$ cat config.mk
export PLATFORM = sky130hd
export DESIGN_NAME = rv_ifetch
export DESIGN_NICKNAME = d
export VERILOG_FILES = /design/src/rtl/rv_ifetch_pkg.sv /design/src/rtl/rv_fetch_fifo.sv /design/src/rtl/rv_ifetch_chk.sv /design/src/rtl/rv_ifetch.sv
export SDC_FILE = /design/constraint.sdc
export NUM_CORES = 1
export LEC_CHECK = 0
export CAP_MARGIN = 20
export CORE_MARGIN = 2
export CORE_UTILIZATION = 35
export DETAILED_ROUTE_END_ITERATION = 12
export HOLD_SLACK_MARGIN = 0.12
export SLEW_MARGIN = 15
export SYNTH_ARGS = -nofsm -noshare
export SYNTH_HDL_FRONTEND = slang
export SYNTH_SLANG_ARGS = --single-unit
$ cat constraint.sdc
create_clock -name clk -period 3.5 [get_ports clk]
set_input_delay 0.7 -clock clk [delete_from_list [all_inputs] [get_ports clk]]
set_output_delay 0.7 -clock clk [all_outputs]
set_load 0.01 [all_outputs]
$ cat src/rtl/rv_ifetch_pkg.sv
// Shared constants for the instruction fetch stage: data width, the canonical NOP and PC alignment.
package rv_ifetch_pkg;

  localparam int DATA_WIDTH = 32;
  localparam logic [DATA_WIDTH-1:0] NOP_INST        = 32'h0000_0013;
  localparam logic [DATA_WIDTH-1:0] INST_ALIGN_MASK = 32'hFFFF_FFFC;

  function automatic logic [DATA_WIDTH-1:0] align_pc(input logic [DATA_WIDTH-1:0] pc);
    return pc & INST_ALIGN_MASK;
  endfunction

endpackage

$ cat src/rtl/rv_fetch_fifo.sv
// Synchronous fetch queue holding {pc, inst} pairs; flush empties it and overrides push/pop.
module rv_fetch_fifo #(
  parameter int          WIDTH   = 64,
  parameter int          DEPTH   = 2,
  parameter logic [WIDTH-1:0] RST_VAL = '0
) (
  input  logic                       clk,
  input  logic                       rst,
  input  logic                       flush,
  input  logic                       push,
  input  logic                       pop,
  input  logic [WIDTH-1:0]           din,
  output logic [WIDTH-1:0]           dout,
  output logic                       empty,
  output logic                       full,
  output logic [$clog2(DEPTH+1)-1:0] count
);

  localparam int PW = (DEPTH > 1) ? $clog2(DEPTH) : 1;
  localparam int CW = $clog2(DEPTH+1);

  logic [WIDTH-1:0] mem_r [DEPTH];
  logic [PW-1:0]    wr_ptr_r;
  logic [PW-1:0]    rd_ptr_r;
  logic [CW-1:0]    count_r;
  logic             do_push_s;
  logic             do_pop_s;

  assign do_push_s = push & ~flush;
  assign do_pop_s  = pop & ~flush & (count_r != {CW{1'b0}});

  // Storage, pointers and occupancy
  always_ff @(posedge clk) begin
    if (rst) begin
      wr_ptr_r <= {PW{1'b0}};
      rd_ptr_r <= {PW{1'b0}};
      count_r  <= {CW{1'b0}};
      for (int i = 0; i < DEPTH; i++) begin
        mem_r[i] <= RST_VAL;
      end
    end else if (flush) begin
      wr_ptr_r <= {PW{1'b0}};
      rd_ptr_r <= {PW{1'b0}};
      count_r  <= {CW{1'b0}};
    end else begin
      if (do_push_s) begin
        mem_r[wr_ptr_r] <= din;
        wr_ptr_r        <= wr_ptr_r + PW'(1);
      end
      if (do_pop_s) begin
        rd_ptr_r <= rd_ptr_r + PW'(1);
      end
      count_r <= count_r + CW'(do_push_s) - CW'(do_pop_s);
    end
  end

  assign dout  = mem_r[rd_ptr_r];
  assign empty = (count_r == {CW{1'b0}});
  assign full  = (count_r == CW'(DEPTH));
  assign count = count_r;

endmodule

$ cat src/rtl/rv_ifetch_chk.sv
// Invariant checks for rv_ifetch: queue never overflows, in-flight and drop counters stay in range.
module rv_ifetch_chk #(
  parameter int FIFO_DEPTH      = 2,
  parameter int MAX_OUTSTANDING = 2,
  parameter int OW              = 2,
  parameter int CW              = 2
) (
  input logic          clk,
  input logic          rst,
  input logic          push,
  input logic          full,
  input logic          fire,
  input logic          rvalid,
  input logic [OW-1:0] outstanding,
  input logic [OW-1:0] drop_cnt,
  input logic [CW-1:0] count
);

  a_push_full: assert property (@(posedge clk) disable iff (rst) !(push && full));
  a_out_ovf:   assert property (@(posedge clk) disable iff (rst)
                 !(fire && !rvalid && outstanding == OW'(MAX_OUTSTANDING)));
  a_out_udf:   assert property (@(posedge clk) disable iff (rst) !(rvalid && outstanding == {OW{1'b0}}));
  a_drop_rng:  assert property (@(posedge clk) disable iff (rst) drop_cnt <= outstanding);
  a_cnt_rng:   assert property (@(posedge clk) disable iff (rst) count <= CW'(FIFO_DEPTH));

endmodule

$ cat src/rtl/rv_ifetch.sv
// Instruction fetch stage: owns the PC, issues credit-limited imem reads and queues {pc, inst} for decode.
module rv_ifetch import rv_ifetch_pkg::*; #(
  parameter logic [DATA_WIDTH-1:0] RESET_PC        = 32'h0000_0000,
  parameter int                    FIFO_DEPTH      = 2,
  parameter int                    MAX_OUTSTANDING = 2
) (
  input  logic                  clk,
  input  logic                  rst,
  output logic                  imem_req,
  output logic [DATA_WIDTH-1:0] imem_addr,
  input  logic                  imem_gnt,
  input  logic                  imem_rvalid,
  input  logic [DATA_WIDTH-1:0] imem_rdata,
  input  logic                  redirect_valid,
  input  logic [DATA_WIDTH-1:0] redirect_pc,
  output logic                  id_valid,
  input  logic                  id_ready,
  output logic [DATA_WIDTH-1:0] id_inst,
  output logic [DATA_WIDTH-1:0] id_pc
);

  localparam int OW = $clog2(MAX_OUTSTANDING+1);
  localparam int CW = $clog2(FIFO_DEPTH+1);
  localparam int EW = 2*DATA_WIDTH;

  logic [DATA_WIDTH-1:0] pc_r;
  logic [DATA_WIDTH-1:0] ret_pc_r;
  logic [OW-1:0]         outstanding_r;
  logic [OW-1:0]         drop_cnt_r;
  logic [OW-1:0]         outstanding_next_s;
  logic [CW-1:0]         fifo_count_s;
  logic [EW-1:0]         fifo_dout_s;
  logic [DATA_WIDTH-1:0] target_s;
  logic [7:0]            occupancy_s;
  logic                  fifo_empty_s;
  logic                  fifo_full_s;
  logic                  credit_ok_s;
  logic                  fire_s;
  logic                  push_s;
  logic                  pop_s;
  logic                  drop_s;

  assign target_s = align_pc(redirect_pc);
  assign pop_s    = ~fifo_empty_s & id_ready;

  // A slot freed by this cycle's pop may be promised to a new request, keeping one inst/cycle.
  assign occupancy_s = 8'(outstanding_r) + 8'(fifo_count_s) - 8'(pop_s);
  assign credit_ok_s = (outstanding_r < OW'(MAX_OUTSTANDING)) & (occupancy_s < 8'(FIFO_DEPTH));

  assign imem_req  = ~rst & credit_ok_s;
  assign imem_addr = pc_r;
  assign fire_s    = imem_req & imem_gnt;

  assign drop_s = imem_rvalid & (drop_cnt_r != {OW{1'b0}});
  assign push_s = imem_rvalid & (drop_cnt_r == {OW{1'b0}}) & ~redirect_valid;

  assign outstanding_next_s = outstanding_r + OW'(fire_s) - OW'(imem_rvalid);

  // PC, return-PC and in-flight bookkeeping; on redirect every request still in flight becomes stale
  always_ff @(posedge clk) begin
    if (rst) begin
      pc_r          <= RESET_PC;
      ret_pc_r      <= RESET_PC;
      outstanding_r <= {OW{1'b0}};
      drop_cnt_r    <= {OW{1'b0}};
    end else begin
      outstanding_r <= outstanding_next_s;
      if (redirect_valid) begin
        pc_r       <= target_s;
        ret_pc_r   <= target_s;
        drop_cnt_r <= outstanding_next_s;
      end else begin
        if (fire_s) begin
          pc_r <= pc_r + 32'd4;
        end
        if (push_s) begin
          ret_pc_r <= ret_pc_r + 32'd4;
        end
        if (drop_s) begin
          drop_cnt_r <= drop_cnt_r - OW'(1);
        end
      end
    end
  end

  rv_fetch_fifo #(
    .WIDTH   (EW),
    .DEPTH   (FIFO_DEPTH),
    .RST_VAL ({RESET_PC, NOP_INST})
  ) u_fifo (
    .clk   (clk),
    .rst   (rst),
    .flush (redirect_valid),
    .push  (push_s),
    .pop   (pop_s),
    .din   ({ret_pc_r, imem_rdata}),
    .dout  (fifo_dout_s),
    .empty (fifo_empty_s),
    .full  (fifo_full_s),
    .count (fifo_count_s)
  );

  assign id_valid = ~fifo_empty_s;
  assign id_pc    = fifo_dout_s[EW-1:DATA_WIDTH];
  assign id_inst  = fifo_dout_s[DATA_WIDTH-1:0];

  rv_ifetch_chk #(
    .FIFO_DEPTH      (FIFO_DEPTH),
    .MAX_OUTSTANDING (MAX_OUTSTANDING),
    .OW              (OW),
    .CW              (CW)
  ) u_chk (
    .clk         (clk),
    .rst         (rst),
    .push        (push_s),
    .full        (fifo_full_s),
    .fire        (fire_s),
    .rvalid      (imem_rvalid),
    .outstanding (outstanding_r),
    .drop_cnt    (drop_cnt_r),
    .count       (fifo_count_s)
  );

endmodule

==> flow_metrics.tcl <==
set metrics [dict create \
    ys_seq_area_frac 0.551 \
    rows 59 \
    synth-xor-area-share 0.0557 \
    drc 0 \
    synth.area.top_cells "edfxtp_1, dfxtp_1, and2_1" \
    grt_use_total 0.160 \
    setup_viol 0 \
    max-clock-path-buffers 2 \
    dr.pass1.iters 5 \
    cts.reportedPaths.clkPinSlew_ns 0.07 \
    vias_per_cell 4.87 \
    postSynthCellCount 817 \
    ir_worst_vdd_uv 259 \
    drtIter0Drc 371 \
    final_util 0.459 \
    rsz0062_at_grt "no" \
    cts.sinks 193 \
    synth-simple-area-share 0.186 \
    ys_ff_latch 193 \
    cp_top_family "simple AND/OR/NAND/NOR gates" \
    die_area_sq_um 27800 \
    grt_use_met3 0.0333 \
    required_ns 2.80 \
    ant_nets 0 \
    tightest_slew_ns 0.557 \
    dp_hpwl_um 15000 \
    synth-edff-count 124 \
    fin_crit_sh 0.958 \
    met1_usage 0.234 \
    layout_commonest_cell "clkdlybuf4s50_1" \
    reg2reg_depth 15 \
    min-delay-start "u_fifo.rd_ptr_r" \
    crit_fanout 3 \
    pin_count 168 \
    synth-compound-area-share 0.0744 \
    wire_per_inst_um 16.7 \
    netlist-cell-type-count 50 \
    drv_slew 0 \
    r2r_start "u_fifo.count[0]" \
    initial_core_util 0.356 \
    async_reset_ff_frac 0 \
    grt_antenna_before_repair 0 \
    coreArea_sq_um 26100 \
    n_antenna_cell 0 \
    p_leak_nw 4.30 \
    via_count 6458 \
    cp_slowest_cell "fa_2" \
    cts_tree "yes" \
    overflow 0 \
    critPathArrivalTime_ns 2.65 \
    hold-path-cell-count 2 \
    yosysTopAreaCell "edfxtp_1" \
    cp-start-kind "register" \
    synth_top_family_by_area "simple AND/OR/NAND/NOR gates" \
    layout_common_cells "clkdlybuf4s50_1, edfxtp_1, and2_1, dfxtp_1, mux2_2" \
    cpPeakStageDelay_ns 0.41 \
    dpl_worst_slack_ns -0.501 \
    crit_type "reg -> out" \
    clockRootBuffer "clkbuf_16" \
    drive_above_1_share 0.143 \
    avgSynthCellArea_sq_um 11.3 \
    cts_buffers 17 \
    io_buffers 161 \
    cp-end-kind "output port" \
    slew_headroom 0.628 \
    drt_wl_total_um 22100 \
    grt_pass1_wl_um 35000 \
    fin_skew_ns 0.0140 \
    die_y_um 167 \
    crit_chain "inv_1 > nand2_1 > nand2_2 > inv_2 > ha_4 > nand2b_4 > fa_2 > xor2_2 > o31ai_2 > nor4b_2 > buf_2" \
    r2r_slack_ns 0.18 \
    reg2reg_to "imem_addr[22]" \
    h-tree-depth 4 \
    finalSetupTns_ns 0 \
    hold_viol_final 0 \
    cts_hold_buffers 0 \
    path_buf_inv 3 \
    synth_flop_cell "edfxtp_1" \
    synth_warnings 0 \
    synth-adder-area-share 0.0170 \
    status "complete, no violations" \
    final.fill_count 2411 \
    die-width_um 167 \
    synthMuxAreaShare 0.0764 \
    p_total_w 0.00569 \
    period_minus_slack_ns 3.35 \
    power.density_nw_per_um2 475 \
    grt_max_degree 63 \
    top_usage_layer "met2" \
    nets 1060 \
    timing.final.ws_setup_ns 0.146 \
    clock_latency_ns 0.43 \
    cap_viol_max_count 0 \
    area_delta_synth_final_pct 29.1 \
    hold_class "reg -> reg" \
    synth.top_cell.area_share 0.402 \
    max_freq_ghz 0.298 \
    grt_pass1_vias 6321 \
    use_met2 0.243 \
    gp_congestion 0.810 \
    syn_area_sq_um 9270 \
]
cells by family after synthesis:
kind of cell,Yosys count
AOI/OAI and AO/OA,103
xor gates and xnor gates,59
adders and majority gates,12
buffers and inverters,91
DFF,193
muxes,63
other,1
and+or+nand+nor,295
sequential cells by signal (all words and copies together) (netlist names), named ones only:
name / flops
imem_addr: 30
drop_cnt_r: 2
outstanding_r: 2
u_fifo.wr_ptr_r: 1
u_fifo.count: 2
ret_pc_r: 30
u_fifo.rd_ptr_r: 1
u_fifo.mem_r: 124
worst reg2reg max path: stages, from the launching register on:
cell      delay (ns)
dfxtp_1         0.30
inv_1           0.15
nand2_1         0.12
nand2_2         0.10
inv_2           0.04
ha_4            0.20
nand2b_4        0.14
fa_2            0.41
xor2_2          0.17
o31ai_2         0.10
buf_4           0.14
buf_4           0.13
or4_1           0.63
buf_4           0.20
o21a_1          0.16
o31a_1          0.23
stage by stage:
stage	cell area, sq um	hold WS (ns)	cells
5_1_grt	12000	0.546	1326
3_5_place_dp	11400	0.489	1293
3_3_place_gp	11400	0.485	1293
2_1_floorplan	9280	0.472	820
4_1_cts	11900	0.507	1325
6_report	12000	0.505	1326
what timing repair did:
item | in CTS | in global routing
resized for setup | 8 | 5
buffers inserted | 0 | 1
pin swaps | 2 | 2
setup endpoints to repair | 1 | 3
hold endpoints to repair | 0 | 0
worst max-delay path by stage:
stage,start,end,slack [ns],cells past startpoint
6_report,u_fifo.count[0],imem_req,0.15,11
4_1_cts,id_ready,imem_req,0.08,10
2_1_floorplan,id_ready,imem_req,0.08,9
3_5_place_dp,id_ready,imem_req,-0.50,10
5_1_grt,u_fifo.count[0],imem_req,0.01,11
3_3_place_gp,id_ready,imem_req,-0.48,10
per-layer routing:
| metal | vias to the layer above | wire length, um |
|---|---|---|
| met4 | 0 | 273 |
| met2 | 190 | 9830 |
| met3 | 16 | 1060 |
| met1 | 3051 | 10900 |
| li1 | 3201 | - |
| met5 | - | 0 |
report_power, final:
group          switching, W  total (W)  internal (W)
clock network      0.000901    0.00183      0.000928
logic              0.000551    0.00113      0.000577
registers          0.000120    0.00273       0.00261
cell usage after synthesis (17+ instances only):
master / n
a21boi_0: 39
a21oi_1: 33
and2_1: 122
clkbuf_1: 41
dfxtp_1: 69
edfxtp_1: 124
inv_1: 39
mux2_2: 62
nand2_1: 31
nand4_1: 17
nor2_1: 27
nor3_1: 19
xnor2_1: 43
area by class of cell:
class | instances | area [sq um] | area share
Clock buffer | 17 | 425 | 0.0355
Clock inverter | 15 | 125 | 0.0105
Inverter | 39 | 146 | 0.0122
Multi-Input combinational cell | 536 | 3860 | 0.323
Sequential cell | 193 | 5110 | 0.427
Tap cell | 335 | 419 | 0.0350
Timing Repair Buffer | 191 | 1880 | 0.157
Power figures use the tool's default switching activity.
